<file path="src/rtl/audio_out_pkg.sv">
// rtl/audio_out_pkg.sv - shared types, widths and helpers for the tone output path
package audio_out_pkg;

  localparam int AUDIO_DATA_WIDTH = 32;

  typedef enum logic [1:0] {
    ST_IDLE = 2'd0,
    ST_TONE = 2'd1,
    ST_GAP  = 2'd2
  } tone_state_t;

  function automatic logic [AUDIO_DATA_WIDTH-1:0] twos_neg(input logic [AUDIO_DATA_WIDTH-1:0] v);
    return ~v + {{(AUDIO_DATA_WIDTH-1){1'b0}}, 1'b1};
  endfunction

endpackage

</file>
<file path="src/rtl/square_wave_gen.sv">
// rtl/square_wave_gen.sv - square-wave phase/polarity tracker producing one sample per advance
module square_wave_gen import audio_out_pkg::*; #(
  parameter int HALF_PERIOD = 48,
  parameter logic [AUDIO_DATA_WIDTH-1:0] AMPLITUDE = 32'h0800_0000
) (
  input  logic                        clk,
  input  logic                        resetn,
  input  logic                        restart,
  input  logic                        advance,
  output logic [AUDIO_DATA_WIDTH-1:0] sample
);

  localparam int PW = (HALF_PERIOD > 1) ? $clog2(HALF_PERIOD) : 1;
  localparam logic [PW-1:0] PHASE_LAST = PW'(HALF_PERIOD - 1);

  logic [PW-1:0] phase_cnt;
  logic          polarity;  // 0 selects the positive half

  always_ff @(posedge clk) begin
    if (!resetn || restart) begin
      phase_cnt <= '0;
      polarity  <= 1'b0;
    end else if (advance) begin
      if (phase_cnt == PHASE_LAST) begin
        phase_cnt <= '0;
        polarity  <= ~polarity;
      end else begin
        phase_cnt <= phase_cnt + PW'(1);
      end
    end
  end

  assign sample = polarity ? twos_neg(AMPLITUDE) : AMPLITUDE;

endmodule

</file>
<file path="src/rtl/audio_tone_player.sv">
// rtl/audio_tone_player.sv - beep pattern sequencer feeding the audio controller output FIFO
module audio_tone_player import audio_out_pkg::*; #(
  parameter logic [AUDIO_DATA_WIDTH-1:0] AMPLITUDE = 32'h0800_0000,
  parameter int HALF_PERIOD  = 48,
  parameter int TONE_SAMPLES = 4800,
  parameter int GAP_SAMPLES  = 4800,
  parameter int NUM_BEEPS    = 2
) (
  input  logic                        CLOCK_50,
  input  logic                        resetn,
  input  logic                        start,
  input  logic                        stop,
  input  logic                        audio_out_allowed,
  output logic [AUDIO_DATA_WIDTH-1:0] left_channel_audio_out,
  output logic [AUDIO_DATA_WIDTH-1:0] right_channel_audio_out,
  output logic                        write_audio_out,
  output logic                        busy,
  output logic                        done
);

  localparam int CNT_MAX = (TONE_SAMPLES > GAP_SAMPLES) ? TONE_SAMPLES : GAP_SAMPLES;
  localparam int SW = (CNT_MAX > 1) ? $clog2(CNT_MAX) : 1;
  localparam int BW = (NUM_BEEPS > 1) ? $clog2(NUM_BEEPS) : 1;
  localparam logic [SW-1:0] TONE_LAST = SW'(TONE_SAMPLES - 1);
  localparam logic [SW-1:0] GAP_LAST  = SW'(GAP_SAMPLES - 1);
  localparam logic [BW-1:0] BEEP_LAST = BW'(NUM_BEEPS - 1);

  tone_state_t                 state, state_n;
  logic [SW-1:0]               sample_cnt, sample_cnt_n;
  logic [BW-1:0]               beep_cnt, beep_cnt_n;
  logic                        done_n;
  logic                        wave_restart, wave_advance;
  logic [AUDIO_DATA_WIDTH-1:0] wave_sample;

  square_wave_gen #(
    .HALF_PERIOD(HALF_PERIOD),
    .AMPLITUDE  (AMPLITUDE)
  ) u_wave (
    .clk    (CLOCK_50),
    .resetn (resetn),
    .restart(wave_restart),
    .advance(wave_advance),
    .sample (wave_sample)
  );

  assign busy                    = (state != ST_IDLE);
  assign write_audio_out         = busy & audio_out_allowed & resetn;
  assign left_channel_audio_out  = (state == ST_TONE) ? wave_sample : '0;
  assign right_channel_audio_out = left_channel_audio_out;

  always_ff @(posedge CLOCK_50) begin
    if (!resetn) begin
      state      <= ST_IDLE;
      sample_cnt <= '0;
      beep_cnt   <= '0;
      done       <= 1'b0;
    end else begin
      state      <= state_n;
      sample_cnt <= sample_cnt_n;
      beep_cnt   <= beep_cnt_n;
      done       <= done_n;
    end
  end

  // Counters only move on a consumed sample; stalled cycles fall through to the defaults.
  always_comb begin
    state_n      = state;
    sample_cnt_n = sample_cnt;
    beep_cnt_n   = beep_cnt;
    done_n       = 1'b0;
    wave_restart = 1'b0;
    wave_advance = 1'b0;
    case (state)
      ST_IDLE: begin
        if (start && !stop) begin
          state_n      = ST_TONE;
          sample_cnt_n = '0;
          beep_cnt_n   = '0;
          wave_restart = 1'b1;
        end
      end
      ST_TONE: begin
        if (stop) begin
          state_n      = ST_IDLE;
          sample_cnt_n = '0;
          beep_cnt_n   = '0;
        end else if (write_audio_out) begin
          wave_advance = 1'b1;
          if (sample_cnt == TONE_LAST) begin
            sample_cnt_n = '0;
            if (beep_cnt == BEEP_LAST) begin
              state_n    = ST_IDLE;
              beep_cnt_n = '0;
              done_n     = 1'b1;
            end else begin
              state_n = ST_GAP;
            end
          end else begin
            sample_cnt_n = sample_cnt + SW'(1);
          end
        end
      end
      ST_GAP: begin
        if (stop) begin
          state_n      = ST_IDLE;
          sample_cnt_n = '0;
          beep_cnt_n   = '0;
        end else if (write_audio_out) begin
          if (sample_cnt == GAP_LAST) begin
            state_n      = ST_TONE;
            sample_cnt_n = '0;
            beep_cnt_n   = beep_cnt + BW'(1);
            wave_restart = 1'b1;
          end else begin
            sample_cnt_n = sample_cnt + SW'(1);
          end
        end
      end
      default: state_n = ST_IDLE;
    endcase
  end

endmodule

</file>
<file path="config.mk">
export PLATFORM = sky130hd
export DESIGN_NAME = audio_tone_player
export DESIGN_NICKNAME = d
export VERILOG_FILES = /design/src/rtl/audio_out_pkg.sv /design/src/rtl/square_wave_gen.sv /design/src/rtl/audio_tone_player.sv
export SDC_FILE = /design/constraint.sdc
export NUM_CORES = 1
export LEC_CHECK = 0
export BUFFER_PORTS_ARGS = -buffer_cell sky130_fd_sc_hd__buf_2
export CAP_MARGIN = 10
export CORE_AREA = 4 4 90 92
export DETAILED_ROUTE_END_ITERATION = 8
export DIE_AREA = 0 0 94 96
export PLACE_DENSITY = 0.54
export SETUP_SLACK_MARGIN = 0.15
export SLEW_MARGIN = 30
export SYNTH_ARGS = -nofsm -noshare
export SYNTH_HDL_FRONTEND = slang
export SYNTH_SLANG_ARGS = --single-unit
</file>
<file path="constraint.sdc">
create_clock -name CLOCK_50 -period 2.7 [get_ports CLOCK_50]
set_input_delay 0.27 -clock CLOCK_50 [delete_from_list [all_inputs] [get_ports CLOCK_50]]
set_output_delay 0.27 -clock CLOCK_50 [all_outputs]
set_load 0.05 [all_outputs]
</file>
==> key figures <==
Power
  • Final Total Pwr: 0.9045 mW
  • Net switching power: 0.3725 mW
  • Clock power share: 0.265
  • Sequential Power Share: 0.403
  • PwrDens: 509.1 nW/um^2
  • Switching share of power: 0.4118
  • Internal power: 0.5321 mW
  • Leakage power: between 0.7 and 0.8 nW
  • Peak VDD IR: 0.0001505 V
  • Combinational power share: 0.331

GRT
  • Met1 Use GR: 0.07652
  • GRT met2 Usage: 0.1165
  • GRT overflow: 0
  • Largest net degree at the start of global routing: 14
  • Initial antenna violation count: 0
  • Total GRT Usage: 0.06655
  • Vias in the first global route: between 1000 and 1500
  • GRT busiest layer: met2
  • Global-route wire length before repair: 4795 um
  • M3 GR Usage: 0.01251

Placed design
  • Routability cong.: 0.8109
  • Cells after DPL: about 320
  • DP Area: 1722 sq um
  • Port Buffers: 17
  • DP HPWL: 2503 um

Timing
  • Final Hold Vio Count: 0
  • FMAX: approximately 450 MHz
  • RSZ-0062 raised after global routing: no
  • Final period utilization: 0.8252
  • Final setup viols: 0
  • Min Tclk post-route: 2.228 ns
  • Setup Skew: between 0.003 and 0.004 ns
  • Setup TNS: 0 ns
  • Final Max Tran Viols: 0

Cells and area
  • Layout area overhead: -0.6300%
  • Layout cells sized above 1: 0.1327
  • Finished Cell Area: 1777 sq um
  • Core Util, Final: 0.2463
  • Area occupied by multi-input gates: 987.2 sq um
  • ANT cells: 0
  • Seq. cell area: 480.5 sq um
  • Non-Filler Instances: roughly 330
  • Number of fill cells: 803
  • Final net count: approximately 240

Routing
  • Final antenna-violating net count: 0
  • Post-DR vias/cell: 3.812
  • Total routed wirelength: 3099 um
  • First-pass DRT Iterations: 4
  • DR iter-0 viols: about 70
  • Vias: 1239
  • DRC: 0
  • Routed len/inst: 9.535 um

Die
  • Total core area: 7214 sq um
  • Die H: roughly 96 um
  • Starting Density: 0.2478
  • IO Count: 72
  • DIE AREA: 9024 sq um
  • Row count: 31
  • Die outline width: 94 um

Yosys
  • Post-synth top area share: 0.2687
  • Avg Cell Area, Syn: between 8 and 9 sq um
  • YS warnings: 0
  • Yosys top cell by area: dfxtp_1
  • Post-synthesis cell area: ~1800 sq um
  • Area contributors post-synth: dfxtp_1 27%, buf_4 26%, xnor2_1 4.9%
  • Seq/Total Area, Yosys: 0.2687
  • Number of enable flip-flop cells after synthesis: 0
  • Yosys reg bits: 24
  • Cell variety after synth: 44
  • Top cells by instance count after synthesis: 62 x buf_4, 24 x dfxtp_1, 20 x nor2_1
  • Cells after synthesis: between 200 and 250
  • Post-synth ARST share: 0
  • Synth Flop Type: dfxtp_1
  • Most frequent cell after synthesis: buf_4

Clock network
  • Post-CTS Setup Bufs: 0
  • Clock Sinks: 24
  • Skew-Pair Late Insertion Delay: 0.26 ns
  • CTS Hold Bufs: 0
  • Total CTS buffers: 3
  • Clock H-tree levels: 1
  • Clock-pin slew on the worst setup and hold paths: 0.08 ns
  • CTS tree: built
  • Max clock buf depth: 2
  • CTS root buffer: clkbuf_8
  • Post-CTS Resized: 0

Setup path
  • Required @ worst endpoint: 2.90 ns
  • R2R setup slack: between 0.4 and 0.5 ns
  • Crit path kind: reg -> reg
  • Top delay family on crit path: simple AND/OR/NAND/NOR gates
  • CP max stage delay: 0.39 ns
  • CP max FO: 9
  • WP data arrival: 2.42 ns
  • Crit path capture type: flop
  • Slowest CP cell: dfxtp_1
  • CP Cell Sequence: inv_1, ha_1, and3b_1, o221ai_1, buf_4, nor3_1, nand4b_1, a31oi_1
  • Critical path launch point type: flop
  • Buffers & Inverters on Critical Path: 2

Flow run
  • Max-cap violations: 0

Run status
  • Status: finished, final reports clean

Worst hold path
  • Hold Crit Class: in -> reg
## cell type report
type,count,share of cell area
multi-input cells,171,0.5556
flip-flops and latches,24,0.2704
well taps,99,0.06972
repair buffers,19,0.05634
clock buffers,4,0.03099
inverters,8,0.01690
## power by group through the flow
| stage | sequential [mW] | clock [mW] | combinational [mW] |
|---|---|---|---|
| finish | 0.365 | 0.240 | 0.300 |
| global placement | 0.373 | 0 | 0.297 |
| detailed placement | 0.373 | 0 | 0.298 |
| global route | 0.365 | 0.264 | 0.320 |
| floorplan | 0.372 | 0 | 0.331 |
| CTS | 0.365 | 0.251 | 0.298 |
## logic make-up (layout without fill, tap and decap cells)
| group | Yosys count | count (layout) | synth area share |
|---|---|---|---|
| XOR/XNOR | 14 | 14 | 0.06858 |
| AND/OR/NAND/NOR | 74 | 74 | 0.2358 |
| multiplexers | 2 | 2 | 0.01120 |
| adder cells (fa/ha/maj) | 6 | 6 | 0.04199 |
| other | 1 | 54 | 0.002097 |
| AO/OA/AOI/OAI | 21 | 21 | 0.08118 |
| buffers and inverters | 75 | 31 | 0.2904 |
| flip-flops | 24 | 24 | 0.2687 |
## worst reg2reg max path: stages (launching register included)
cell and delay [ns]:
dfxtp_1 0.39, inv_1 0.10, ha_1 0.25, and3b_1 0.38
o221ai_1 0.27, buf_4 0.25, nor3_1 0.23, nand4b_1 0.13
a31oi_1 0.17
## registers in the layout, summed over array words and instances (netlist names)
signal / count
u_wave.phase_cnt: 6
state: 2
sample_cnt: 13
u_wave.polarity: 1
beep_cnt: 1
done: 1
## worst paths after layout
check	from	end	cells past startpoint
hold / removal	resetn	state[0]$_SDFFE_PN0P_	2
hold reg to reg	u_wave.phase_cnt[4]$_SDFFE_PP0N_	u_wave.phase_cnt[4]$_SDFFE_PP0N_	2
setup reg to reg	state[0]$_SDFFE_PN0P_	sample_cnt[7]$_SDFFE_PN0P_	8
setup / recovery	state[0]$_SDFFE_PN0P_	sample_cnt[7]$_SDFFE_PN0P_	8
## cells in the final DEF (no fill, tap or decap), drive strengths merged, types with 2 or more instances in the layout
cell    Yosys  final
o21ai       5      5
xnor2      10     10
and3        2      2
conb        1     54
a32o        2      2
nor4        4      4
nand3b      2      2
nand4b      2      2
or3         2      2
mux2i       2      2
xor2        4      4
nand2b      3      3
clkbuf      0      4
nor4b       2      2
nor3        6      6
buf        67     19
a21oi       5      5
nand2      12     12
nor2b       2      2
ha          6      6
nand4       3      3
and2        4      4
dfxtp      24     24
nand3       6      6
inv         8      8
nor2       20     20
a31oi       2      2
## per-stage QoR
stage          hold WS [ns]  setup WS [ns]
2_1_floorplan        0.4536         0.5461
3_3_place_gp         0.4741         0.5864
3_5_place_dp         0.4781         0.4871
4_1_cts              0.3121         0.4737
5_1_grt              0.3336         0.2192
6_report             0.3234         0.4719
## layer usage
layer / part of all wire / vias to the layer above
met3: 0.069 / 4
met4: 0.018 / 0
met5: 0 / -
met2: 0.49 / 42
met1: 0.42 / 565
li1: - / 628
Note: power is estimated with default switching activity, not from simulation.
